==> src/rtl/free_list_if.sv <==
// Handshake bundle between the free list and its rename/dispatch and commit clients.
//   master : dispatch/commit side; drives pop_free_list, push_valid and push_regs.
//   slave  : free list side; drives free_list_regs, free_list_empty, free_count
//            and overflow_err.
interface free_list_if #(
  parameter int unsigned SS         = 2,
  parameter int unsigned PR_ENTRIES = 64,
  parameter int unsigned PW         = $clog2(PR_ENTRIES)
);
  logic                  pop_free_list;
  logic [SS-1:0][PW-1:0] free_list_regs;
  logic                  free_list_empty;
  logic [SS-1:0]         push_valid;
  logic [SS-1:0][PW-1:0] push_regs;
  logic [PW:0]           free_count;
  logic                  overflow_err;

  modport master (
    output pop_free_list, push_valid, push_regs,
    input  free_list_regs, free_list_empty, free_count, overflow_err
  );

  modport slave (
    input  pop_free_list, push_valid, push_regs,
    output free_list_regs, free_list_empty, free_count, overflow_err
  );
endinterface

==> src/rtl/free_list.sv <==
// Circular pool of unallocated physical register IDs for the rename stage.
// Shows the next SS free registers in head order, removes them in one
// all-or-nothing pop, and accepts up to SS freed registers per cycle.
//   clk : clock
//   rst : asynchronous, active-high reset
//   fl  : free_list_if slave port (pop, push lanes, head regs, count, status)
module free_list #(
  parameter int unsigned SS         = 2,
  parameter int unsigned PR_ENTRIES = 64,
  parameter int unsigned PW         = $clog2(PR_ENTRIES)
) (
  input logic        clk,
  input logic        rst,
  free_list_if.slave fl
);

  localparam logic [PW+1:0] Cap    = (PW+2)'(PR_ENTRIES);
  localparam logic [PW:0]   SsCnt  = (PW+1)'(SS);
  localparam logic [PW:0]   InitCt = (PW+1)'(PR_ENTRIES - 32);

  logic [PW-1:0] entry_q [PR_ENTRIES];
  logic [PW-1:0] head_q, head_d;
  logic [PW-1:0] tail_q, tail_d;
  logic [PW:0]   count_q, count_d;
  logic          overflow_q, overflow_d;

  logic                  pop_ok;
  logic [PW:0]           avail;
  logic [PW:0]           n_fit;
  logic                  drop;
  logic [SS-1:0]         wr_en;
  logic [SS-1:0][PW-1:0] wr_idx;
  logic [SS-1:0][PW-1:0] wr_data;

  always_comb begin
    pop_ok  = fl.pop_free_list && (count_q >= SsCnt);
    avail   = pop_ok ? (count_q - SsCnt) : count_q;
    n_fit   = '0;
    drop    = 1'b0;
    wr_en   = '0;
    wr_idx  = '0;
    wr_data = '0;
    // Compact valid, non-p0 lanes in lane order; once the list is full every
    // later kept lane is dropped too, since n_fit stops advancing.
    for (int unsigned i = 0; i < SS; i++) begin
      if (fl.push_valid[i] && (fl.push_regs[i] != '0)) begin
        if (({1'b0, avail} + {1'b0, n_fit}) < Cap) begin
          wr_en[i]   = 1'b1;
          wr_idx[i]  = tail_q + n_fit[PW-1:0];
          wr_data[i] = fl.push_regs[i];
          n_fit      = n_fit + 1'b1;
        end else begin
          drop = 1'b1;
        end
      end
    end
    head_d     = pop_ok ? (head_q + PW'(SS)) : head_q;
    tail_d     = tail_q + n_fit[PW-1:0];
    count_d    = avail + n_fit;
    overflow_d = overflow_q | drop;
  end

  always_ff @(posedge clk or posedge rst) begin
    if (rst) begin
      // Upper 32 slots get wrapped values; they lie beyond count and are unused.
      for (int unsigned i = 0; i < PR_ENTRIES; i++) begin
        entry_q[i] <= PW'(i + 32);
      end
      head_q     <= '0;
      tail_q     <= PW'(PR_ENTRIES - 32);
      count_q    <= InitCt;
      overflow_q <= 1'b0;
    end else begin
      for (int unsigned i = 0; i < SS; i++) begin
        if (wr_en[i]) entry_q[wr_idx[i]] <= wr_data[i];
      end
      head_q     <= head_d;
      tail_q     <= tail_d;
      count_q    <= count_d;
      overflow_q <= overflow_d;
    end
  end

  always_comb begin
    fl.free_list_regs = '0;
    for (int unsigned i = 0; i < SS; i++) begin
      fl.free_list_regs[i] = entry_q[head_q + PW'(i)];
    end
    fl.free_list_empty = (count_q < SsCnt);
    fl.free_count      = count_q;
    fl.overflow_err    = overflow_q;
  end

endmodule

==> src/flat_wrapper.sv <==
// flat-port wrapper written by rule: the top's interface ports become plain ports
module free_list_flat 
#(
  parameter int unsigned SS         = 2,
  parameter int unsigned PR_ENTRIES = 64,
  parameter int unsigned PW         = $clog2(PR_ENTRIES)
)
  (clk, rst, fl_pop_free_list, fl_push_valid, fl_push_regs, fl_free_list_regs, fl_free_list_empty, fl_free_count, fl_overflow_err);
  free_list_if #(.SS(SS), .PR_ENTRIES(PR_ENTRIES), .PW(PW)) fl_i ();
  input logic clk;
  input logic rst;
  input wire logic [$bits(fl_i.pop_free_list)-1:0] fl_pop_free_list;
  input wire logic [$bits(fl_i.push_valid)-1:0] fl_push_valid;
  input wire logic [$bits(fl_i.push_regs)-1:0] fl_push_regs;
  output wire logic [$bits(fl_i.free_list_regs)-1:0] fl_free_list_regs;
  output wire logic [$bits(fl_i.free_list_empty)-1:0] fl_free_list_empty;
  output wire logic [$bits(fl_i.free_count)-1:0] fl_free_count;
  output wire logic [$bits(fl_i.overflow_err)-1:0] fl_overflow_err;
  assign fl_i.pop_free_list = fl_pop_free_list;
  assign fl_i.push_valid = fl_push_valid;
  assign fl_i.push_regs = fl_push_regs;
  assign fl_free_list_regs = fl_i.free_list_regs;
  assign fl_free_list_empty = fl_i.free_list_empty;
  assign fl_free_count = fl_i.free_count;
  assign fl_overflow_err = fl_i.overflow_err;
  free_list #(.SS(SS), .PR_ENTRIES(PR_ENTRIES), .PW(PW)) u_core (.clk(clk), .rst(rst), .fl(fl_i));
endmodule
==> config.mk <==
export PLATFORM = sky130hd
export DESIGN_NAME = free_list_flat
export DESIGN_NICKNAME = d
export VERILOG_FILES = /design/src/rtl/free_list_if.sv /design/src/rtl/free_list.sv /design/src/flat_wrapper.sv
export SDC_FILE = /design/constraint.sdc
export NUM_CORES = 1
export LEC_CHECK = 0
export BUFFER_PORTS_ARGS = -buffer_cell sky130_fd_sc_hd__buf_2
export CAP_MARGIN = 15
export CORE_ASPECT_RATIO = 1.2
export CORE_UTILIZATION = 45
export DETAILED_ROUTE_END_ITERATION = 10
export GPL_TIMING_DRIVEN = 0
export PLACE_DENSITY = 0.59
export SYNTH_ARGS = -nofsm -noshare
export SYNTH_HDL_FRONTEND = slang
export SYNTH_SLANG_ARGS = --single-unit
==> constraint.sdc <==
create_clock -name clk -period 14 [get_ports clk]
set_input_delay 0.7 -clock clk [delete_from_list [all_inputs] [get_ports clk]]
set_output_delay 0.7 -clock clk [all_outputs]
set_load 0.01 [all_outputs]
==> metrics.md, run 1 <==
| Metric | Value |
|---|---|
| Seq/Total Area, Yosys | 0.426 |
| Synthesized area per cell | around 13 µm² |
| Commonest non-fill, non-tap cell in the layout | mux2i_1 |
| Io pins | 38 |
| R2R Path End | u_core.entry_q[44]$_DFF_PP0_ |
| Detailed-placement wirelength estimate | 69,500 µm |
| R2r setup slk | 7880 ps |
| Fraction of layout cells with a size suffix above 1 | 0.313 |
| MaxCap Viol Count | 0 |
| Pins over their slew limit | 0 |
| Post-synth top flop | dfrtp_1 |
| CTS resizes | 0 |
| Worst R2R Start | u_core.fl.free_count[3]$_DFF_PP0_ |
| Reg2reg path depth | 14 |
| Post-Synthesis Cells | 1,818 |
| Initial Util | 0.458 |
| Post-DR vias/cell | between 6 and 7 |
| Core area | 52,800 µm² |
| Critical Path Sink Type | flip-flop |
| Final #Nets | 1,947 |
| Share of the synthesized area in the top cell type | 0.294 |
| DR WL/cell | 36.2 µm |
| Maximum root-to-sink buffer count | 3 |
| PortBufs | 33 |
| Vias in the first global route | 18,100 |
| CTS tree | built |
| Crit path DAT | 6590 ps |
| CTS Sinks | slightly above 400 |
| H-tree levels | 2 |
| Skew-Pair Late Insertion Delay | roughly 600 ps |
| Clock Tree Root | clkbuf_16 |
| Total global routing overflow | 0 |
| Synth area leader | mux2i_1 |
| Worst-Margin Slew | ~1300 ps |
| Count of cell types in the netlist | 64 |
| Area contributors post-synth | mux2i_1 29%, dfrtp_1 22%, dfstp_2 21% |
| Placed Cells incl. Taps | approximately 2,600 |
| Largest net degree at the start of global routing | 123 |
| Clock Pin Slew Worst Setup and Hold Paths | 60 ps |
| First-pass DRT Iterations | 5 |
| Rel. slew slack | 0.107 |
| PnR worst setup slack | slightly below 8000 ps |
| Final hold violation count | 0 |
| Leakage power | around 0.013 µW |
| Row count | slightly above 90 |
| Clock buffer count from CTS | between 40 and 50 |
| Initial antenna violation count | 1 |
| Post-DRT Antenna Nets | 0 |
| Initial drt markers | roughly 1,800 |
| Warnings, synthesis | 0 |
| Worst slack, placed | approximately 7600 ps |
| Tcrit/Tclk final | 0.437 |
| First-pass GRT wire length | ~140,000 µm |
| Cell area power density | around 200 nW/µm² |
| Fmax achieved | approximately 0.16 GHz |
| Min Tclk post-route | approximately 6100 ps |
| Setup violators final | 0 |
| P&R area growth vs syn | 12.5% |
| Outcome | finished clean |
| GRT Overall Usage | 0.360 |
| RSZ-0062 raised after global routing | no |
| Max IR drop VDD | around 0.11 mV |
| Vias | about 17,000 |
| Post-synth EDFFs | 0 |
| DRC Markers | 0 |
| Crit Path Max Fanout | 11 |
| Drt total wl | 96,400 µm |
| Non-filler cells, final | ~2,700 |
| Data required, critical path | around 14,000 ps |
| Power Total | between 5000 and 6000 µW |
| RD Place Congestion | slightly above 1 |
| Setup bufs post-CTS | 0 |
| Fraction of registers with async set/reset | 1.00 |
| Synthesized flop and latch total | around 400 |
| Clock skew | 29.5 ps |
| Worst Hold Class | in2async |
| Syn_nets | between 1,500 and 2,000 |
| Die Y | between 200 and 300 µm |
| Critical path type | reg2reg |
| Post-Syn Area | about 24,000 µm² |
| Count of hold-fix buffers inserted at cts | 0 |
| Hold WS | approximately 300 ps |
| Die width | approximately 210 µm |
| DIE AREA | around 55,000 µm² |
| Most frequent cells in the layout | 711 x mux2i_1, 209 x dfrtp_1, 194 x dfstp_2 |
| Startpoint Class | flip-flop |
## cells in the mapped netlist, types with 2 or more instances
cell type and number:
nor3_1 9, buf_1 24, ha_1 9, nor3b_1 5, nand3_2 11, o211ai_1 2
nor4_4 8, or3_1 2, nor4b_4 3, clkbuf_1 116, nand3_1 28, xnor2_1 12
and3b_1 6, mux4_2 120, nor4_1 2, buf_4 13, and4_1 10, inv_1 8
clkbuf_2 2, or4_1 2, nand4_2 16, a21oi_1 2, mux2i_1 711, and3_1 29
nor2b_1 5, nand2b_1 6, nand2_1 20, buf_2 32, nor2_1 32, maj3_1 2
nand4_1 37, and2_1 10, a41oi_1 2, nor3b_4 5, a211oi_1 2, buf_6 3
dfstp_2 194, xor2_1 10, dfrtp_1 209, mux2_2 69, o21ai_1 2, o21a_1 4
o21ai_0 3
## kinds of logic (layout without fill, tap and decap cells)
group / after synthesis / after routing / synth area share
muxes: 900 / 900 / 0.437
DFF: 403 / 403 / 0.426
and+or+nand+nor: 258 / 258 / 0.0786
buffers and inverters: 199 / 339 / 0.0360
AOI/OAI and AO/OA: 25 / 25 / 0.00821
xor gates and xnor gates: 22 / 22 / 0.00795
adders and majority gates: 11 / 11 / 0.00548
other: 0 / 1 / 0
## sequential cells by signal, indices dropped and copies added (netlist names)
signal,count
u_core.entry_q,384
u_core.fl.free_count,7
u_core.fl.overflow_err,1
u_core.head_q,5
u_core.tail_q,6
## power by group
part / switching, µW / total (µW) / internal, µW
Clock: 527 / 1280 / 752
Combinational: 1400 / 2320 / 913
Sequential: 221 / 1850 / 1630
## metal layers
layer | wire length (µm) | global-route usage | vias up
met5 | 12 | 0 | -
met4 | 6160 | 0.194 | 2
met3 | 6180 | 0.0687 | 250
met2 | 45400 | 0.570 | 726
met1 | 38700 | 0.463 | 9212
li1 | - | - | 7055
## stage by stage
step           utilization  setup TNS [ps]  cell area, µm²
4_1_cts              0.515               0           27200
5_1_grt              0.516               0           27200
6_report             0.516               0           27200
3_3_place_gp         0.478         -565750           25300
2_1_floorplan            -               0           24200
3_5_place_dp         0.485               0           25600
## area by class of cell
type                            count  area, µm²
Clock buffer                       74       1390
Sequential cell                   403      10300
Clock inverter                     11        169
Buffer                            191        845
Fill cell                        4644      25600
Timing Repair Buffer               55        568
Tap cell                          705        882
Antenna cell                        1       2.50
Inverter                            8       37.5
Multi-Input combinational cell   1216      13000
## critical path: stages, from the launching register on
cell and delay [ps]:
dfrtp_1 450, or3_1 390, buf_2 190, o21a_1 190, buf_2 180, nor3_1 450
buf_2 440, ha_1 240, nand3_1 180, xnor2_1 800, nand3_1 350, buf_2 390
nor4_1 600, nor3b_2 720, mux2_2 410
## worst max path at each step
stage	slack [ps]	endpoint	depth (start not counted)	startpoint
final	7880	u_core.entry_q[44]$_DFF_PP0_	14	u_core.fl.free_count[3]$_DFF_PP0_
after detailed placement	7570	u_core.entry_q[43]$_DFF_PP0_	14	fl_pop_free_list
after global placement	-2750	u_core.entry_q[369]$_DFF_PP0_	2	rst
after CTS	7860	u_core.entry_q[42]$_DFF_PP0_	14	u_core.fl.free_count[3]$_DFF_PP0_
after global routing	7600	u_core.entry_q[42]$_DFF_PP0_	14	u_core.fl.free_count[3]$_DFF_PP0_
after floorplan	2410	u_core.entry_q[100]$_DFF_PP0_	1	rst
Power figures use the tool's default switching activity.
==> run 2: changes to the inputs <==
--- a/config.mk
+++ b/config.mk
@@ -5,6 +5,7 @@
 export SDC_FILE = /design/constraint.sdc
 export NUM_CORES = 1
 export LEC_CHECK = 0
+export ABC_AREA = 1
 export BUFFER_PORTS_ARGS = -buffer_cell sky130_fd_sc_hd__buf_2
 export CAP_MARGIN = 15
 export CORE_ASPECT_RATIO = 1.2
==> constraint.sdc (replaced) <==
create_clock -name clk -period 5.76 [get_ports clk]
set_input_delay 0.288 -clock clk [delete_from_list [all_inputs] [get_ports clk]]
set_output_delay 0.288 -clock clk [all_outputs]
set_load 0.01 [all_outputs]
==> metrics.md, run 2 <==
| Metric | Value |
|---|---|
| Critical path launch point | u_core.fl.free_count[1]$_DFF_PP0_ |
| RD Place Congestion | roughly 1.1 |
| Pins over their slew limit | 0 |
| Die width | around 220 µm |
| Startpoint Class | flip-flop |
| PortBufs | 36 |
| CTS resizes | 0 |
| Critical Path Sink Type | flip-flop |
| Hold Path End | u_core.entry_q[3]$_DFF_PP1_ |
| Crit-path most repeated cell | ha_1 |
| P&R area growth vs syn | 12.1% |
| Setup bufs post-CTS | 0 |
| PnR worst setup slack | between 800 and 900 ps |
| Die Y | ~260 µm |
| RSZ-0062 raised after global routing | no |
| Synthesized area per cell | roughly 6.9 µm² |
| Worst-path cell chain | inv_1 > ha_1 > nand3_2 > nor2_4 > nand2_4 > nand3_2 > nand3_4 > inv_2 > buf_6 > ha_1 > ha_1 > nand3_1 > xor2_1 > inv_1 > nor3_1 > buf_2 > buf_2 > nand3_1 > nand2_1 |
| Final #Nets | between 3,000 and 4,000 |
| Rel. slew slack | 0.0636 |
| Critical path type | reg2reg |
| Post-DRT Antenna Nets | 0 |
| Area occupied by multi-input gates | ~13,000 µm² |
| MaxCap Viol Count | 0 |
| Min Tclk post-route | a little under 5000 ps |
| Max reg flops | 384 |
| Most common cell in the netlist | nand2_1 |
| Critical Path Max Stage Delay | ~950 ps |
| DR top layer | met5 |
| Commonest non-fill, non-tap cell in the layout | nand2_1 |
| Crit-path slowest cell | nor3_1 |
| R2r setup slk | between 800 and 900 ps |
| Vias in the first global route | ~26,000 |
| Power Total | ~16,000 µW |
| Storage element area | 10,300 µm² |
| Drt total wl | between 100,000 and 150,000 µm |
| Post-synth top flop | dfrtp_1 |
| Buf/Inv on CP | 6 |
| Vias | ~28,000 |
| Warnings, synthesis | 0 |
| Most frequent cells in the layout | 1,376 x nand2_1, 422 x nand3_1, 390 x o21ai_0 |
| Detailed-placement wirelength estimate | 88,300 µm |
| Clock buffer count from CTS | 47 |
| Met2 wire len | roughly 52,000 µm |
| CTS tree | built |
| Core Util, Final | 0.513 |
| CTS Sinks | 403 |
| Core area | 53,900 µm² |
| Initial drt markers | 4,076 |
| Hold path depth | 5 |
| Met1 Wirelength | 44,800 µm |
| Seq/Total Area, Yosys | 0.419 |
| Share of the synthesized area in the top cell type | 0.212 |
| Io pins | 38 |
| Post-synth top cells | 1,376 x nand2_1, 422 x nand3_1, 390 x o21ai_0 |
| Setup violators final | 0 |
| Initial Util | 0.458 |
| DIE AREA | approximately 56,000 µm² |
| Worst Hold Class | in2reg |
| Final hold violation count | 0 |
| GRT Overall Usage | 0.440 |
| First-pass DRT Iterations | 6 |
| Fmax achieved | about 0.21 GHz |
| Worst slack, placed | around 1100 ps |
| Cell area power density | just under 600 nW/µm² |
| Clock Pin Slew Worst Setup and Hold Paths | ~60 ps |
| Worst R2R Start | u_core.fl.free_count[1]$_DFF_PP0_ |
| Wire length on met3 | around 14,000 µm |
| R2R Path End | u_core.entry_q[183]$_DFF_PP0_ |
| Worst-Margin Slew | around 1400 ps |
| Total global routing overflow | 0 |
| Synthesized flop and latch total | 403 |
| Outcome | finished clean |
| Family with the most delay on the worst path | simple AND/OR/NAND/NOR gates |
| Post-Syn Area | about 25,000 µm² |
| Largest net degree at the start of global routing | 43 |
| DRC Markers | 0 |
| Leakage power | 0.0126 µW |
| Maximum root-to-sink buffer count | 3 |
| Post-DR vias/cell | 6.20 |
| Synth area leader | dfrtp_1 |
| Layout fillers | between 5,000 and 6,000 |
| Count of cell types in the netlist | 35 |
| Skew-Pair Late Insertion Delay | around 620 ps |
| DR WL/cell | 27.7 µm |
| Crit Path Max Fanout | 11 |
| Initial antenna violation count | 1 |
| Data required, critical path | ~6300 ps |
| Crit path DAT | approximately 5400 ps |
| Reg2reg path depth | 19 |
| Fraction of layout cells with a size suffix above 1 | 0.133 |
| Largest register by flop count | u_core.entry_q |
| Syn_nets | approximately 3,600 |
| Tcrit/Tclk final | 0.846 |
| First-pass GRT wire length | 177,000 µm |
| N_diodes | 0 |
| Fraction of registers with async set/reset | 1.00 |
| Post-Synthesis Cells | 3,593 |
| Clock Tree Root | clkbuf_16 |
| Area contributors post-synth | dfrtp_1 21%, nand2_1 21%, dfstp_2 21% |
| Hold path start | fl_push_regs[3] |
| Max IR drop VDD | about 0.33 mV |
| H-tree levels | 2 |
| Post-synth EDFFs | 0 |
| Row count | 93 |
| Clock skew | 10.6 ps |
[run 2: metrics by stage]
step	instances	TNS, ps	area (µm²)	hold slack, ps
4_1_cts	4448	0	27600	40.6
2_1_floorplan	3593	0	24700	400
3_5_place_dp	4357	0	26000	474
6_report	4450	0	27600	80.4
5_1_grt	4450	0	27600	95.6
3_3_place_gp	4341	-605760	25700	459
[run 2: worst max-delay path by stage]
stage	slack, ps	cells past startpoint	endpoint
2_1_floorplan	200	1	u_core.entry_q[100]$_DFF_PP0_
3_3_place_gp	-2620	2	u_core.fl.free_count[0]$_DFF_PP0_
3_5_place_dp	1080	19	u_core.entry_q[183]$_DFF_PP0_
4_1_cts	1050	19	u_core.entry_q[183]$_DFF_PP0_
5_1_grt	770	19	u_core.entry_q[186]$_DFF_PP0_
6_report	890	19	u_core.entry_q[183]$_DFF_PP0_
[run 2: tightest hold or removal path: cells and delay by family]
family / cells / cell delay, ps
compound gates: 1 / 80
simple gates: 3 / 200
buf+inv: 1 / 110
[run 2: kinds of logic after synthesis]
| family | count (synthesis) | share of synthesized area |
|---|---|---|
| xor+xnor | 19 | 0.00675 |
| flops | 403 | 0.419 |
| fa+ha+maj | 9 | 0.00457 |
| buf+inv | 376 | 0.0663 |
| simple gates | 2081 | 0.350 |
| compound gates | 705 | 0.153 |
[run 2: cell type report]
class                           count  area share
Multi-Input combinational cell   2814       0.460
Sequential cell                   403       0.374
Buffer                            309      0.0501
Clock buffer                       67      0.0489
Tap cell                          712      0.0322
Timing Repair Buffer               57      0.0186
Inverter                           67     0.00924
Clock inverter                     21     0.00729
[run 2: layer usage]
metal	track usage	vias to the layer above
li1	-	12100
met1	0.534	13100
met2	0.652	1875
met3	0.109	494
met4	0.382	2
met5	0	-
[run 2: report_power, final]
group / internal, µW / switching, µW / total (µW)
combinational: 2150 / 5840 / 7980
clock: 1770 / 1360 / 3130
sequential: 4190 / 770 / 4960
[run 2: timing repair]
action	CTS	global route
hold buffers	3	0
setup endpoints to repair	0	0
hold endpoints to repair	19	0
